$ cat src/rtl/irq_ctrl.sv
// Machine-level interrupt controller with an mtime/mtimecmp timer, a software interrupt bit
// and a synchronised external line, arbitrated into a single request/acknowledge handshake.
module irq_ctrl #(
  parameter logic [63:0] MTIMECMP_RST = 64'hFFFF_FFFF_FFFF_FFFF
) (
  input  logic        clk_core,
  input  logic        reset_n,
  input  logic        mmio_valid,
  input  logic        mmio_write,
  input  logic [2:0]  mmio_addr,
  input  logic [31:0] mmio_wdata,
  output logic        mmio_ready,
  output logic [31:0] mmio_rdata,
  input  logic        ext_irq,
  input  logic        csr_mstatus_mie,
  input  logic [2:0]  csr_mie,
  input  logic        wb_irq_ack,
  output logic        irq_req,
  output logic [4:0]  irq_cause,
  output logic [2:0]  csr_mip
);

  localparam logic [2:0] ADDR_MTIME_LO = 3'd0;
  localparam logic [2:0] ADDR_MTIME_HI = 3'd1;
  localparam logic [2:0] ADDR_CMP_LO   = 3'd2;
  localparam logic [2:0] ADDR_CMP_HI   = 3'd3;
  localparam logic [2:0] ADDR_MSIP     = 3'd4;

  localparam logic [4:0] CAUSE_MSI = 5'd3;
  localparam logic [4:0] CAUSE_MTI = 5'd7;
  localparam logic [4:0] CAUSE_MEI = 5'd11;

  typedef enum logic [1:0] {
    ST_IDLE = 2'd0,
    ST_REQ  = 2'd1,
    ST_HOLD = 2'd2
  } state_t;

  logic [1:0]  ext_sync_reg;
  logic [63:0] mtime_reg;
  logic [63:0] mtime_next;
  logic [63:0] mtime_inc;
  logic [63:0] mtimecmp_reg;
  logic [63:0] mtimecmp_next;
  logic        msip_reg;
  logic        msip_next;
  logic        mmio_ready_reg;
  logic [31:0] mmio_rdata_reg;
  logic [31:0] rdata_next;
  state_t      state_reg;
  logic        irq_req_reg;
  logic [4:0]  irq_cause_reg;

  logic        wr_en;
  logic        rd_en;
  logic [1:0]  mtime_wr;
  logic [1:0]  mtimecmp_wr;
  logic        meip;
  logic        mtip;
  logic        msip;
  logic [2:0]  eligible;
  logic [4:0]  sel_cause;

  assign wr_en     = mmio_valid & mmio_write;
  assign rd_en     = mmio_valid & ~mmio_write;
  assign mtime_inc = mtime_reg + 64'd1;

  // Any mtime half write freezes the whole counter for that cycle, so the untouched half holds.
  genvar gi;
  generate
    for (gi = 0; gi < 2; gi++) begin : g_half
      localparam logic [2:0] MTIME_ADDR = 3'(gi);
      localparam logic [2:0] CMP_ADDR   = 3'(gi + 2);

      assign mtime_wr[gi]    = wr_en && (mmio_addr == MTIME_ADDR);
      assign mtimecmp_wr[gi] = wr_en && (mmio_addr == CMP_ADDR);

      assign mtime_next[gi*32 +: 32] = mtime_wr[gi] ? mmio_wdata :
                                       (|mtime_wr)  ? mtime_reg[gi*32 +: 32] :
                                                      mtime_inc[gi*32 +: 32];
      assign mtimecmp_next[gi*32 +: 32] = mtimecmp_wr[gi] ? mmio_wdata : mtimecmp_reg[gi*32 +: 32];
    end
  endgenerate

  assign msip_next = (wr_en && (mmio_addr == ADDR_MSIP)) ? mmio_wdata[0] : msip_reg;

  always_ff @(posedge clk_core or negedge reset_n) begin
    if (!reset_n) begin
      mtime_reg    <= '0;
      mtimecmp_reg <= MTIMECMP_RST;
      msip_reg     <= 1'b0;
    end else begin
      mtime_reg    <= mtime_next;
      mtimecmp_reg <= mtimecmp_next;
      msip_reg     <= msip_next;
    end
  end

  always_comb begin
    rdata_next = '0;
    if (rd_en) begin
      case (mmio_addr)
        ADDR_MTIME_LO: rdata_next = mtime_reg[31:0];
        ADDR_MTIME_HI: rdata_next = mtime_reg[63:32];
        ADDR_CMP_LO:   rdata_next = mtimecmp_reg[31:0];
        ADDR_CMP_HI:   rdata_next = mtimecmp_reg[63:32];
        ADDR_MSIP:     rdata_next = {31'd0, msip_reg};
        default:       rdata_next = '0;
      endcase
    end
  end

  always_ff @(posedge clk_core or negedge reset_n) begin
    if (!reset_n) begin
      mmio_ready_reg <= 1'b0;
      mmio_rdata_reg <= '0;
    end else begin
      mmio_ready_reg <= mmio_valid;
      mmio_rdata_reg <= rdata_next;
    end
  end

  always_ff @(posedge clk_core or negedge reset_n) begin
    if (!reset_n) begin
      ext_sync_reg <= '0;
    end else begin
      ext_sync_reg <= {ext_sync_reg[0], ext_irq};
    end
  end

  // MTIP is gated by reset so csr_mip reads zero throughout reset even for a zero MTIMECMP_RST.
  assign meip    = ext_sync_reg[1];
  assign mtip    = reset_n & (mtime_reg >= mtimecmp_reg);
  assign msip    = msip_reg;
  assign csr_mip = {meip, mtip, msip};

  assign eligible = csr_mip & csr_mie & {3{csr_mstatus_mie}};

  always_comb begin
    if (eligible[2]) begin
      sel_cause = CAUSE_MEI;
    end else if (eligible[0]) begin
      sel_cause = CAUSE_MSI;
    end else begin
      sel_cause = CAUSE_MTI;
    end
  end

  always_ff @(posedge clk_core or negedge reset_n) begin
    if (!reset_n) begin
      state_reg     <= ST_IDLE;
      irq_req_reg   <= 1'b0;
      irq_cause_reg <= '0;
    end else begin
      case (state_reg)
        ST_IDLE: begin
          if (|eligible) begin
            state_reg     <= ST_REQ;
            irq_req_reg   <= 1'b1;
            irq_cause_reg <= sel_cause;
          end
        end
        ST_REQ: begin
          // Acknowledge wins over withdrawal when both happen together.
          if (wb_irq_ack) begin
            state_reg   <= ST_HOLD;
            irq_req_reg <= 1'b0;
          end else if (~|eligible) begin
            state_reg   <= ST_IDLE;
            irq_req_reg <= 1'b0;
          end
        end
        ST_HOLD: begin
          irq_req_reg <= 1'b0;
          if (!csr_mstatus_mie) begin
            state_reg <= ST_IDLE;
          end
        end
        default: begin
          state_reg   <= ST_IDLE;
          irq_req_reg <= 1'b0;
        end
      endcase
    end
  end

  assign mmio_ready = mmio_ready_reg;
  assign mmio_rdata = mmio_rdata_reg;
  assign irq_req    = irq_req_reg;
  assign irq_cause  = irq_cause_reg;

endmodule

$ cat config.mk
export PLATFORM = sky130hd
export DESIGN_NAME = irq_ctrl
export DESIGN_NICKNAME = d
export VERILOG_FILES = /design/src/rtl/irq_ctrl.sv
export SDC_FILE = /design/constraint.sdc
export NUM_CORES = 1
export LEC_CHECK = 0
export BUFFER_PORTS_ARGS = -buffer_cell sky130_fd_sc_hd__buf_2
export CELL_PAD_IN_SITES_DETAIL_PLACEMENT = 1
export CELL_PAD_IN_SITES_GLOBAL_PLACEMENT = 2
export CORE_ASPECT_RATIO = 1.25
export CORE_MARGIN = 1
export CORE_UTILIZATION = 40
export DETAILED_ROUTE_END_ITERATION = 12
export PLACE_DENSITY_LB_ADDON = 0.25
export SYNTH_ARGS = -nofsm -noshare
export SYNTH_HDL_FRONTEND = slang
export SYNTH_SLANG_ARGS = --single-unit
$ cat constraint.sdc
create_clock -name clk_core -period 7.4 [get_ports clk_core]
set_input_delay 0.37 -clock clk_core [delete_from_list [all_inputs] [get_ports clk_core]]
set_output_delay 0.37 -clock clk_core [all_outputs]
set_load 0.005 [all_outputs]
# Yosys cells after proc, flatten, opt, wreduce, memory -nomap -nowiden
# Index checks and enable logic that the tools add are counted.
[totals]
regBits = 172
in_bits = 45
output_inout_bits = 42
wordCells = 59
[classes]
n_addsub = 1
order_cmp = 1
eq_ne = 11
muxes = 17
bitwise = 6
n_reduce_logical = 12
[op_table]
columns = ["operator", "count"]
rows = [
  ["$mux 32", 5],
  ["$pmux 32 s5", 1],
  ["$add 64x1->64 const B", 1],
  ["$ge 64x64->1", 1],
  ["$mux 2", 4],
  ["$ne 2x2->1 const B", 4],
  ["$and 3x3->3", 2],
  ["$eq 3x2->1 const B", 2],
  ["$pmux 2 s3", 1],
  ["$logic_and 1x1->1", 5],
  ["$mux 4", 1],
  ["$reduce_and 2->1", 2],
  ["$and 1x1->1", 3],
  ["$eq 3x1->1 const B", 1],
  ["$eq 3x3->1 const B", 1],
  ["$logic_not 3->1", 1],
  ["$mux 1", 3],
  ["$mux 3", 1],
  ["$ne 3x3->1 const B", 1],
  ["$reduce_and 3->1", 1],
  ["$reduce_or 3->1", 1],
  ["$eq 2x1->1 const B", 1],
  ["$eq 2x2->1 const B", 1],
  ["$logic_not 2->1", 1],
  ["other kinds (3)", 3],
]

# Longest topological paths before layout
# Gate-level depths: netlist (run 1).
[depth]
depth_word = 8
mapped_depth = 10

# Worst setup path before layout (run 1)
# No wires, ideal clock.
[synth_timing]
path_type = "reg2out"
from = "register mtimecmp_reg[25]"
to = "output port csr_mip[1]"
t_arrival_ns = 2.304
t_required_ns = 7.030
slack_ns = 4.726
path_stages_with_launch = 10
path_cell_list = "dfstp_2 -> inv_1 -> ha_1 -> a21o_1 -> nand3_1 -> a21oi_1 -> or4_1 -> a2111oi_1 -> nor2b_1 -> buf_4"
[synth_via]
elab_chain_cells = 2
[synth_lines]
columns = ["element", "line", "text"]
rows = [
  ["start: declaration", "43", "logic [63:0] mtimecmp_reg;"],
  ["start signal: assignment", "94", "mtimecmp_reg <= mtimecmp_next;"],
  ["$ge 64x64->1", "133", "assign mtip = reset_n & (mtime_reg >= mtimecmp_reg);"],
  ["$and 1x1->1", "133", ""],
  ["end: declaration", "20", "output logic [2:0] csr_mip"],
]
# No other way between the ends.

# Worst setup path in the final report (run 1)
[layout_timing]
from = "register mtimecmp_reg[29]"
to = "output port csr_mip[1]"
# The elaborated chain is that of the path after synthesis.

==> qor.csv, run 1 <==
stage,metric,value,unit
power_and_ir_drop,Logic pwr share,26.7,%
synthesis,syn nets,1248,
global_routing,vias in the first global route,9272,
power_and_ir_drop,sw frac,36.2,%
power_and_ir_drop,power per cell area,286,nW/um^2
cells_and_area,Antenna diodes,0,
clock_tree,CTS H-tree depth,4,
floorplanning,Initial Util,40.6,%
clock_tree,clock slew at reported path FFs,0.07,ns
place,pre-CTS setup slack,3.76,ns
global_routing,initial antenna violation count,0,
global_routing,GR Overflow Total,0,
synthesis,Cells after Synth,1138,
detailed_routing,first drt pass iteration count,5,
floorplanning,row count,64,
synthesis,"top cells by area, synth","dfrtp_1 27%, dfstp_2 17%, ha_1 8.2%",
setup_path,WP buf/inv,2,
min_path,WHS Path Cells,1,
clock_tree,Worst-Skew Late Latency,0.45,ns
setup_path,"Max FO, Critical Path",4,
power_and_ir_drop,switching pwr,1.15,mW
cells_and_area,register area,4330,um^2
sta,unrepaired setup endpoints after global routing,no,
synthesis,number of synthesized register bits,170,
sta,Final WS setup,3.49,ns
place,GPL Wtd Cong,0.835,
setup_path,r2r setup slk,3.88,ns
global_routing,met3 Use GR,3.89,%
flow_run,Max Cap Violations,0,
floorplanning,die height,178,um
floorplanning,die width,143,um
setup_path,Worst setup EP type,output port,
min_path,end point of the worst hold path,ext_sync_reg[0]$_DFF_PN0_,
setup_path,Crit path max-delay family,compound AO/OA/AOI/OAI gates,
synthesis,Synth Flop Type,dfrtp_1,
synthesis,cell area after synthesis,9920,um^2
setup_path,crit path cell chain,inv_1 -> ha_1 -> nand4_1 -> a211oi_1 -> or4_1 -> a2111oi_1 -> nor2b_1 -> buf_2,
power_and_ir_drop,Internal,2.04,mW
sta,Final period util,52.8,%
sta,Worst Skew,0.00841,ns
setup_path,WS Path Type,flip-flop to output port,
clock_tree,clock root cell,clkbuf_16,
power_and_ir_drop,Reg power frac,44.7,%
cells_and_area,Filler Cells Inserted,2912,
global_routing,GRT Total Usage,27.5,%
sta,slew margin rel.,23.2,%
detailed_routing,WL final,33.1,mm
detailed_routing,drt via density,5.97,
power_and_ir_drop,VDD IR max,0.000149,V
setup_path,Register-to-Register Path Depth,8,
synthesis,Mean Syn Cell Area,8.72,um^2
setup_path,"Data required, critical path",7.03,ns
global_routing,met2 Track Usage GR,48.5,%
floorplanning,Core ar.,24400,um^2
synthesis,ys async rst share,100,%
clock_tree,post_cts resized,0,
sta,post-route setup TNS,0,ns
cells_and_area,Syn-to-layout area delta,12.4,%
sta,final hold violations,0,
place,Port Buf Inserts,85,
detailed_routing,routed len/inst,21.8,um
sta,Setup-failing EPs final,0,
setup_path,"Largest stage delay, worst path",0.97,ns
synthesis,Yosys top cell area share,26.7,%
clock_tree,CTS tree,yes,
status,status,"finished, final reports clean",
global_routing,first-pass GRT wire length,52.4,mm
cells_and_area,nets,1286,
global_routing,GR peak layer,met2,
sta,Tightest Pin Transition,1.15,ns
synthesis,Synth area leader,dfrtp_1,
setup_path,Arrival @ worst endpoint,3.54,ns
min_path,HP Start,ext_irq,
cells_and_area,share of cells above drive strength 1,18.0,%
min_path,min-delay worst type,primary input to flip-flop,
sta,"Min Clock Period, post-route",3.91,ns
detailed_routing,Antenna Violating Nets Remaining,0,
setup_path,Crit Reg-Reg Startpoint,mtimecmp_reg[29]$_DFFE_PN1P_,
detailed_routing,DR DRC count,0,
clock_tree,TritonCTS Buffers,17,
clock_tree,CTS Sinks,170,
power_and_ir_drop,clock network power share,28.5,%
detailed_routing,Iteration-0 DRC Markers,583,
place,DP HPWL,22.8,mm
setup_path,slowest CP cell,a2111oi_1,
global_routing,met1 usage,33.5,%
clock_tree,setup bufs post-CTS,0,
sta,Max Clock Freq,256,MHz
synthesis,"EDFF count, synth",0,
floorplanning,I/O pin count,87,
clock_tree,CTS Buffer Depth,2,
synthesis,count of unique library cells instantiated by Yosys,67,
synthesis,Syn. warnings,0,
global_routing,largest net degree at the start of global routing,83,
setup_path,worst reg2reg path endpoint,irq_req$_DFFE_PN0P_,
cells_and_area,area of the multi-input gates,5020,um^2
setup_path,crit start category,flip-flop,
power_and_ir_drop,Lkg Pwr,4.74,nW
detailed_routing,via count,9061,
synthesis,share of the yosys chip area belonging to registers,43.7,%
sta,max-slew violation count,0,
floorplanning,Die Area,25400,um^2
## cell type report
cell class | instances | share of cell area (%)
clock inverters | 13 | 1.30
flip-flops and latches | 170 | 38.8
repair buffers | 97 | 4.70
inverters | 77 | 2.59
well taps | 330 | 3.70
multi-input cells | 813 | 45.0
clock buffers | 19 | 3.88
## power by group through the flow
| stage | clock network [mW] | logic [mW] | registers [mW] |
|---|---|---|---|
| detailed placement | 0 | 0.851 | 1.44 |
| floorplan | 0 | 0.608 | 1.35 |
| global route | 0.959 | 0.977 | 1.46 |
| finish | 0.909 | 0.853 | 1.43 |
| CTS | 0.930 | 0.861 | 1.42 |
| global placement | 0 | 0.827 | 1.43 |
## metrics by stage
stage | area, um^2 | hold WS [ns] | power, mW | std cells | utilization (%)
3_5_place_dp | 10600 | 0.348 | 2.29 | 1486 | 43.3
2_1_floorplan | 9920 | 0.0744 | 1.96 | 1138 | -
3_3_place_gp | 10600 | 0.335 | 2.26 | 1486 | 43.3
4_1_cts | 11200 | 0.0236 | 3.22 | 1519 | 45.7
5_1_grt | 11200 | 0.0216 | 3.40 | 1519 | 45.7
6_report | 11200 | 0.0384 | 3.19 | 1519 | 45.7
## repair_timing
action / CTS / global route
setup endpoints to repair: 0 / 0
hold buffers: 1 / 0
hold endpoints to repair: 38 / 0
## Yosys cell counts, types with 4 or more instances
cell	n
a21oi_1	128
nand2_1	127
dfrtp_1	106
o21ai_0	105
inv_1	77
a22oi_1	68
ha_1	65
dfstp_2	64
clkbuf_1	62
nor2_1	57
nand3_1	48
nand4_1	26
o22ai_1	24
nor3_1	22
and3_1	14
nor4_1	10
a21o_1	9
a31oi_1	7
and4_1	7
buf_2	7
and2_1	6
o22a_1	6
a22o_1	5
buf_4	5
or4_1	5
buf_1	4
o21ai_1	4
## worst reg2reg max path: stages (launching register included)
cell,delay [ns]
dfstp_2,0.53
inv_1,0.05
ha_1,0.30
nand4_1,0.27
a211oi_1,0.11
or4_1,0.55
a2111oi_1,0.98
o21bai_1,0.30
a211o_1,0.32
## metal layers
metal | wire (um) | vias up
met5 | 0 | -
met4 | 974 | 0
met1 | 14000 | 4578
met2 | 16800 | 215
met3 | 1310 | 56
li1 | - | 4212
## cells in the final DEF (no fill, tap or decap), types with 5 or more instances in the layout
master and n:
buf_4 11, and2_1 6, o21ai_0 105, or4_1 5
a22oi_1 68, buf_2 84, nor2_1 57, a31oi_1 7
o22a_1 6, a21oi_1 128, nor4_1 10, nand3_1 46
and3_1 11, nand4_1 26, clkbuf_16 17, a21o_1 9
inv_1 77, a22o_1 5, and4_1 7, dfrtp_1 106
o22ai_1 24, nor3_1 21, dfstp_2 64, ha_1 65
nand2_1 127
## worst max path at each step
stage,from,endpoint,slack [ns],cells past startpoint
2_1_floorplan,mtimecmp_reg[25]$_DFFE_PN1P_,csr_mip[1],4.73,9
3_3_place_gp,mtimecmp_reg[31]$_DFFE_PN1P_,irq_req$_DFFE_PN0P_,3.86,8
3_5_place_dp,mmio_addr[1],mtime_reg[17]$_DFFE_PN0P_,3.76,9
4_1_cts,mtimecmp_reg[29]$_DFFE_PN1P_,csr_mip[1],3.45,8
5_1_grt,mtime_reg[0]$_DFFE_PN0P_,csr_mip[1],3.39,9
6_report,mtimecmp_reg[29]$_DFFE_PN1P_,csr_mip[1],3.49,8
## cells by family after synthesis
kind of cell    synth area share (%)
compound gates                  24.4
xor+xnor                      0.0883
fa+ha+maj                       8.20
buf+inv                         6.14
flops                           43.7
mux                            0.441
other cells                   0.0378
simple gates                    17.0
Power figures use the tool's default switching activity.
==> inputs of run 2 (changes only) <==
--- a/config.mk
+++ b/config.mk
@@ -5,12 +5,13 @@
 export SDC_FILE = /design/constraint.sdc
 export NUM_CORES = 1
 export LEC_CHECK = 0
+export ABC_AREA = 1
 export BUFFER_PORTS_ARGS = -buffer_cell sky130_fd_sc_hd__buf_2
 export CELL_PAD_IN_SITES_DETAIL_PLACEMENT = 1
 export CELL_PAD_IN_SITES_GLOBAL_PLACEMENT = 2
 export CORE_ASPECT_RATIO = 1.25
 export CORE_MARGIN = 1
-export CORE_UTILIZATION = 40
+export CORE_UTILIZATION = 32
 export DETAILED_ROUTE_END_ITERATION = 12
 export PLACE_DENSITY_LB_ADDON = 0.25
 export SYNTH_ARGS = -nofsm -noshare
==> constraint.sdc (replaced) <==
create_clock -name clk_core -period 3.4 [get_ports clk_core]
set_input_delay 0.17 -clock clk_core [delete_from_list [all_inputs] [get_ports clk_core]]
set_output_delay 0.17 -clock clk_core [all_outputs]
set_load 0.005 [all_outputs]
==> qor.csv, run 2 <==
stage,metric,value,unit,change
synthesis,cell area after synthesis,10900,um^2,+9.7%
power_and_ir_drop,VDD IR max,0.000311,V,+110%
power_and_ir_drop,Internal,4.55,mW,+120%
cells_and_area,share of cells above drive strength 1,15.7,%,-2.3 points
power_and_ir_drop,clock network power share,25.0,%,-3.5 points
synthesis,count of unique library cells instantiated by Yosys,41,,-39%
clock_tree,Worst-Skew Late Latency,0.47,ns,+0.02 ns
synthesis,ys async rst share,100,%,unchanged
cells_and_area,Syn-to-layout area delta,16.4,%,
sta,"Min Clock Period, post-route",3.11,ns,
floorplanning,die width,167,um,+17%
status,status,"finished, final reports clean",,
sta,final hold violations,0,,unchanged
sta,Worst Skew,0.0100,ns,+0.00161 ns
detailed_routing,Iteration-0 DRC Markers,518,,-11%
global_routing,largest net degree at the start of global routing,94,,+13%
synthesis,Syn. warnings,0,,unchanged
clock_tree,hold_buf cts,29,,+28
global_routing,GRT Total Usage,24.3,%,-3.1 points
sta,Max Clock Freq,321,MHz,
sta,Final period util,91.5,%,
clock_tree,setup bufs post-CTS,0,,unchanged
place,Port Buf Inserts,85,,unchanged
floorplanning,Core ar.,33500,um^2,+37%
setup_path,"Max FO, Critical Path",3,,-1
synthesis,share of the yosys chip area belonging to registers,39.8,%,-3.9 points
detailed_routing,first drt pass iteration count,5,,unchanged
synthesis,number of synthesized register bits,170,,unchanged
global_routing,initial antenna violation count,0,,unchanged
synthesis,Synth Flop Type,dfrtp_1,,
clock_tree,CTS Sinks,170,,unchanged
detailed_routing,WL final,40.8,mm,+23%
clock_tree,clock slew at reported path FFs,0.07,ns,about the same
power_and_ir_drop,switching pwr,3.16,mW,+170%
sta,Tightest Pin Transition,0.907,ns,-0.246 ns
sta,post-route setup TNS,0,ns,unchanged
clock_tree,post_cts resized,0,,unchanged
clock_tree,TritonCTS Buffers,17,,unchanged
synthesis,Synth area leader,dfrtp_1,,
cells_and_area,Filler Cells Inserted,4146,,+42%
detailed_routing,routed len/inst,20.7,um,-5.2%
floorplanning,I/O pin count,87,,unchanged
power_and_ir_drop,sw frac,41.0,%,+4.8 points
power_and_ir_drop,Logic pwr share,34.1,%,+7.4 points
global_routing,first-pass GRT wire length,63.5,mm,+21%
setup_path,crit start category,flip-flop,,
cells_and_area,Antenna diodes,0,,unchanged
cells_and_area,nets,1649,,+28%
clock_tree,CTS H-tree depth,4,,unchanged
cells_and_area,"most common cell after layout, fill and taps aside",nand2_1,,
detailed_routing,drt via density,5.23,,-12%
sta,slew margin rel.,39.4,%,+16 points
synthesis,"EDFF count, synth",0,,unchanged
clock_tree,CTS tree,yes,,
detailed_routing,Antenna Violating Nets Remaining,0,,unchanged
global_routing,GR Overflow Total,0,,unchanged
setup_path,Worst setup EP type,output port,,
floorplanning,die height,208,um,+17%
global_routing,vias in the first global route,10876,,+17%
setup_path,WS Path Type,flip-flop to output port,,
synthesis,Cells after Synth,1441,,+27%
cells_and_area,most frequent cells in the layout,"271 x nand2_1, 220 x inv_1, 171 x o21ai_0",,
place,GPL Wtd Cong,0.940,,+13%
floorplanning,row count,75,,+17%
setup_path,Arrival @ worst endpoint,2.94,ns,-0.60 ns
detailed_routing,via count,10330,,+14%
clock_tree,clock root cell,clkbuf_16,,
sta,Setup-failing EPs final,0,,unchanged
synthesis,"count leader, synth",nand2_1,,
synthesis,"top cells by count, synth","273 x nand2_1, 221 x inv_1, 171 x o21ai_0, 127 x nor2_1, 106 x dfrtp_1",,
power_and_ir_drop,Lkg Pwr,5.88,nW,+24%
place,DP HPWL,30.5,mm,+34%
synthesis,Yosys top cell area share,24.4,%,-2.4 points
floorplanning,Initial Util,32.5,%,-8.1 points
sta,max-slew violation count,0,,unchanged
min_path,min-delay worst type,primary input to flip-flop,,
detailed_routing,DR DRC count,0,,unchanged
sta,unrepaired setup endpoints after global routing,no,,
floorplanning,Die Area,34800,um^2,+37%
clock_tree,CTS Buffer Depth,2,,unchanged
cells_and_area,Finished Core Util,37.8,%,-7.8 points
synthesis,syn nets,1551,,+24%
power_and_ir_drop,Reg power frac,40.9,%,-3.8 points
synthesis,Mean Syn Cell Area,7.56,um^2,-13%
setup_path,"Data required, critical path",3.23,ns,-3.80 ns
power_and_ir_drop,power per cell area,608,nW/um^2,+110%
flow_run,Max Cap Violations,0,,unchanged
synthesis,"top cells by area, synth","dfrtp_1 24%, dfstp_2 15%, nand2_1 9.4%",,
==> run 2: cell count changes after synthesis, sizes merged, moves of 65 or more <==
cell / before / now
a21oi: 128 / 63
a22oi: 68 / 2
inv: 77 / 224
nand2: 128 / 279
nor2: 57 / 139
o21ai: 109 / 175
==> run 2: kinds of logic (layout without fill, tap and decap cells) <==
logic type | Yosys count | count (layout) | synth area share (%)
flops | 170 | 170 | 39.8
buf+inv | 283 | 394 | 10.1
compound gates | 334 | 334 | 17.5
simple gates | 553 | 553 | 22.3
fa+ha+maj | 65 | 65 | 7.47
other cells | 1 | 1 | 0.0344
xor+xnor | 35 | 35 | 2.82
==> run 2: path summary, 6_finish.rpt <==
path	slack, ns	cells after the start	endpoint	from
worst min register to register	0.36	0	ext_sync_reg[1]$_DFF_PN0_	ext_sync_reg[0]$_DFF_PN0_
worst max-delay path	0.29	13	csr_mip[1]	mtimecmp_reg[59]$_DFFE_PN1P_
min in group asynchronous	0.37	2	state_reg[1]$_DFFE_PN0P_	reset_n
max in group asynchronous	2.08	3	mtimecmp_reg[48]$_DFFE_PN1P_	reset_n
worst max register to register	0.68	17	irq_cause[2]$_DFFE_PN0P_	mtimecmp_reg[59]$_DFFE_PN1P_
worst min-delay path	0.02	3	mtimecmp_reg[25]$_DFFE_PN1P_	mmio_wdata[25]
==> run 2: metal layers <==
metal / share of wire (%) / vias up / global-route usage (%)
li1: - / 4978 / -
met1: 45 / 5156 / 30.4
met2: 51 / 147 / 42.6
met3: 2.4 / 49 / 3.31
met4: 2.4 / 0 / 8.81
met5: 0 / - / 0
==> run 2: power groups by stage <==
stage	sequential, mW	combinational [mW]	clock [mW]
detailed placement	3.19	2.61	0
global route	3.23	3.05	2.06
CTS	3.15	2.66	1.99
global placement	3.17	2.54	0
finish	3.15	2.63	1.93
floorplan	2.97	1.80	0
==> run 2: critical path: stages (launching register included) <==
cell and delay (ns):
dfstp_2 0.55, inv_1 0.04, ha_1 0.29, nand2_1 0.06, inv_1 0.07, nand3_1 0.12, nor3_1 0.35, nand2_1 0.15
nor2_1 0.13, nand2_1 0.07, nand2_1 0.06, nor2_1 0.04, a21boi_0 0.33, buf_2 0.20
==> run 2: metrics by stage <==
stage,instance area (um^2),instances,power (mW),hold WS [ns],setup WS [ns]
after floorplan,10900,1441,4.77,-0.126,1.34
after global routing,12700,1975,8.33,0.0262,0.0548
after detailed placement,11800,1914,5.80,0.282,0.678
after CTS,12700,1975,7.81,0.0127,0.267
after global placement,11800,1914,5.71,0.279,0.715
final,12700,1975,7.71,0.0215,0.288
==> run 2: cell type report <==
class | instances | area [um^2] | area share (%)
multi-input combinational | 988 | 5490 | 43.3
sequential | 170 | 4330 | 34.2
timing repair buffer | 138 | 930 | 7.33
clock buffer | 21 | 470 | 3.71
inverter | 224 | 841 | 6.63
tap | 423 | 529 | 4.17
clock inverter | 11 | 88.8 | 0.701
==> inputs of run 3 (changes only) <==
--- a/config.mk
+++ b/config.mk
@@ -11,7 +11,7 @@
 export CELL_PAD_IN_SITES_GLOBAL_PLACEMENT = 2
 export CORE_ASPECT_RATIO = 1.25
 export CORE_MARGIN = 1
-export CORE_UTILIZATION = 32
+export CORE_UTILIZATION = 25
 export DETAILED_ROUTE_END_ITERATION = 12
 export PLACE_DENSITY_LB_ADDON = 0.25
 export SYNTH_ARGS = -nofsm -noshare
==> qor.csv, run 3 (synthesis gave the netlist of run 2 again) <==
stage,metric,value,unit,change
status,status,"finished, final reports clean",,
cells_and_area,nets,1643,,-0.36%
power_and_ir_drop,clock network power share,25.1,%,about the same
global_routing,first-pass GRT wire length,66.5,mm,+4.7%
sta,Worst Skew,0.0152,ns,+0.00515 ns
cells_and_area,share of cells above drive strength 1,15.7,%,about the same
clock_tree,CTS H-tree depth,4,,unchanged
global_routing,GR Overflow Total,0,,unchanged
clock_tree,CTS Buffer Depth,2,,unchanged
detailed_routing,Iteration-0 DRC Markers,575,,+11%
setup_path,Crit Reg-Reg Startpoint,mtimecmp_reg[31]$_DFFE_PN1P_,,
setup_path,WS Path Type,flip-flop to output port,,
min_path,WHS Path Cells,3,,unchanged
floorplanning,row count,85,,+13%
setup_path,crit start category,flip-flop,,
sta,Final period util,91.3,%,-0.20 points
place,DP HPWL,32.6,mm,+6.6%
floorplanning,die width,189,um,+13%
sta,Max Clock Freq,322,MHz,+0.22%
global_routing,largest net degree at the start of global routing,124,,+32%
detailed_routing,WL final,43.1,mm,+5.6%
cells_and_area,most frequent cells in the layout,"271 x nand2_1, 220 x inv_1, 171 x o21ai_0",,
setup_path,Arrival @ worst endpoint,2.94,ns,about the same
floorplanning,Die Area,44400,um^2,+28%
min_path,min-delay worst type,primary input to flip-flop,,
cells_and_area,Filler Cells Inserted,5259,,+27%
sta,Setup-failing EPs final,0,,unchanged
cells_and_area,Antenna diodes,0,,unchanged
clock_tree,CTS tree,yes,,
sta,"Min Clock Period, post-route",3.11,ns,-0.00688 ns
global_routing,vias in the first global route,10737,,-1.3%
setup_path,worst reg2reg path endpoint,irq_cause[2]$_DFFE_PN0P_,,
floorplanning,I/O pin count,87,,unchanged
place,Port Buf Inserts,85,,unchanged
power_and_ir_drop,sw frac,40.6,%,-0.40 points
power_and_ir_drop,power per cell area,607,nW/um^2,-0.23%
global_routing,GRT Total Usage,20.1,%,-4.2 points
cells_and_area,Syn-to-layout area delta,17.4,%,
place,GPL Wtd Cong,0.901,,-4.1%
setup_path,Worst setup EP type,output port,,
clock_tree,CTS Sinks,170,,unchanged
setup_path,crit path cell chain,inv_1 -> ha_1 -> nand2_1 -> nor2_1 -> nand2_1 -> nor2_1 -> nand2_1 -> nand2_1 -> nor2_1 -> nand2_1 -> nand2_1 -> a21boi_0 -> buf_2,,
detailed_routing,via count,10152,,-1.7%
power_and_ir_drop,Reg power frac,40.6,%,-0.3 points
setup_path,Register-to-Register Path Depth,17,,unchanged
power_and_ir_drop,Pwr Total,7.76,mW,+0.60%
setup_path,"Largest stage delay, worst path",0.53,ns,-0.02 ns
power_and_ir_drop,Logic pwr share,34.3,%,+0.2 points
power_and_ir_drop,Internal,4.61,mW,+1.3%
global_routing,initial antenna violation count,1,,+1
sta,unrepaired setup endpoints after global routing,no,,
sta,final hold violations,0,,unchanged
setup_path,slowest CP cell,dfstp_2,,
power_and_ir_drop,switching pwr,3.15,mW,-0.38%
flow_run,Max Cap Violations,0,,unchanged
floorplanning,Core ar.,43000,um^2,+28%
setup_path,CP dominant cell by count,nand2_1,,
min_path,end point of the worst hold path,mtimecmp_reg[53]$_DFFE_PN1P_,,
detailed_routing,DR DRC count,0,,unchanged
min_path,HP Start,mmio_wdata[21],,
clock_tree,clock slew at reported path FFs,0.07,ns,about the same
detailed_routing,first drt pass iteration count,7,,+2
sta,post-route setup TNS,0,ns,unchanged
setup_path,"Data required, critical path",3.23,ns,about the same
sta,max-slew violation count,0,,unchanged
setup_path,"Max FO, Critical Path",2,,-1
detailed_routing,drt via density,4.81,,-8.1%
power_and_ir_drop,VDD IR max,0.000383,V,+23%
sta,slew margin rel.,33.3,%,-6.1 points
clock_tree,post_cts resized,0,,unchanged
detailed_routing,routed len/inst,20.4,um,-1.2%
sta,worst hold margin,0.00620,ns,-0.0153 ns
setup_path,r2r setup slk,0.69,ns,about the same
clock_tree,Worst-Skew Late Latency,0.47,ns,about the same
clock_tree,clock root cell,clkbuf_16,,
floorplanning,Initial Util,25.3,%,-7.2 points
cells_and_area,"most common cell after layout, fill and taps aside",nand2_1,,
detailed_routing,Antenna Violating Nets Remaining,0,,unchanged
floorplanning,die height,235,um,+13%
sta,Tightest Pin Transition,0.999,ns,+0.0919 ns
clock_tree,TritonCTS Buffers,17,,unchanged
power_and_ir_drop,Lkg Pwr,5.86,nW,-0.40%
run 3: cell count changes in the layout (fill, tap and decap cells not counted):
cell and delta:
bufinv_16 +1, inv_6 -3, dlygate4sd3_1 -8, clkbuf_1 +3, buf_4 +2, clkinvlp_4 -1, clkinv_2 +4, clkinv_4 -4
run 3: worst max-delay path by stage:
stage	start	end	slack (ns)	cells past startpoint
2_1_floorplan	mtimecmp_reg[55]$_DFFE_PN1P_	irq_cause[3]$_DFFE_PN0P_	1.34	16
3_3_place_gp	mtimecmp_reg[31]$_DFFE_PN1P_	irq_cause[2]$_DFFE_PN0P_	0.68	17
3_5_place_dp	mtimecmp_reg[31]$_DFFE_PN1P_	irq_cause[2]$_DFFE_PN0P_	0.62	17
4_1_cts	mtimecmp_reg[31]$_DFFE_PN1P_	csr_mip[1]	0.24	13
5_1_grt	mtimecmp_reg[59]$_DFFE_PN1P_	csr_mip[1]	0.11	11
6_report	mtimecmp_reg[31]$_DFFE_PN1P_	csr_mip[1]	0.29	13
run 3: final cells by class:
class                   instances  area, um^2  share of cell area (%)
clock buffers                  24         482                    3.77
multi-input cells             988        5490                    42.9
well taps                     565         707                    5.53
repair buffers                132         865                    6.76
flip-flops and latches        170        4330                    33.9
clock inverters                 8        70.1                   0.548
inverters                     224         841                    6.58
run 3: layer usage:
layer	up-vias	routed length, um	global-route usage (%)
met1	5021	19000	24.5
met4	0	1250	7.43
li1	4957	-	-
met3	52	822	2.68
met5	-	0	0
met2	122	22000	35.7
run 3: power groups by stage:
stage	clock network, mW	registers, mW	logic, mW
after CTS	2.03	3.16	2.70
final	1.95	3.15	2.66
after global placement	0	3.18	2.59
after floorplan	0	2.97	1.80
after detailed placement	0	3.19	2.66
after global routing	2.09	3.23	3.08
run 3: per-stage QoR:
step | instances | utilization (%) | setup slack, ns | area [um^2]
2_1_floorplan | 1441 | - | 1.34 | 10900
3_3_place_gp | 2058 | 28.0 | 0.679 | 12000
3_5_place_dp | 2058 | 28.0 | 0.616 | 12000
4_1_cts | 2111 | 29.8 | 0.236 | 12800
5_1_grt | 2111 | 29.8 | 0.106 | 12800
6_report | 2111 | 29.8 | 0.294 | 12800
run 3: timing repair:
item                                   in CTS  in global routing
setup endpoints to repair                   0                  0
hold buffers                               21                  0
endpoints found under the hold margin      74                  0
setup buffers                               0                  0
run 3: critical path, delay by kind of cell (launching register included):
kind,cells,cell delay [ns]
AND/OR/NAND/NOR,9,1.07
buffers and inverters,2,0.26
flip-flops,1,0.53
AO/OA/AOI/OAI,1,0.32
adder cells (fa/ha/maj),1,0.29
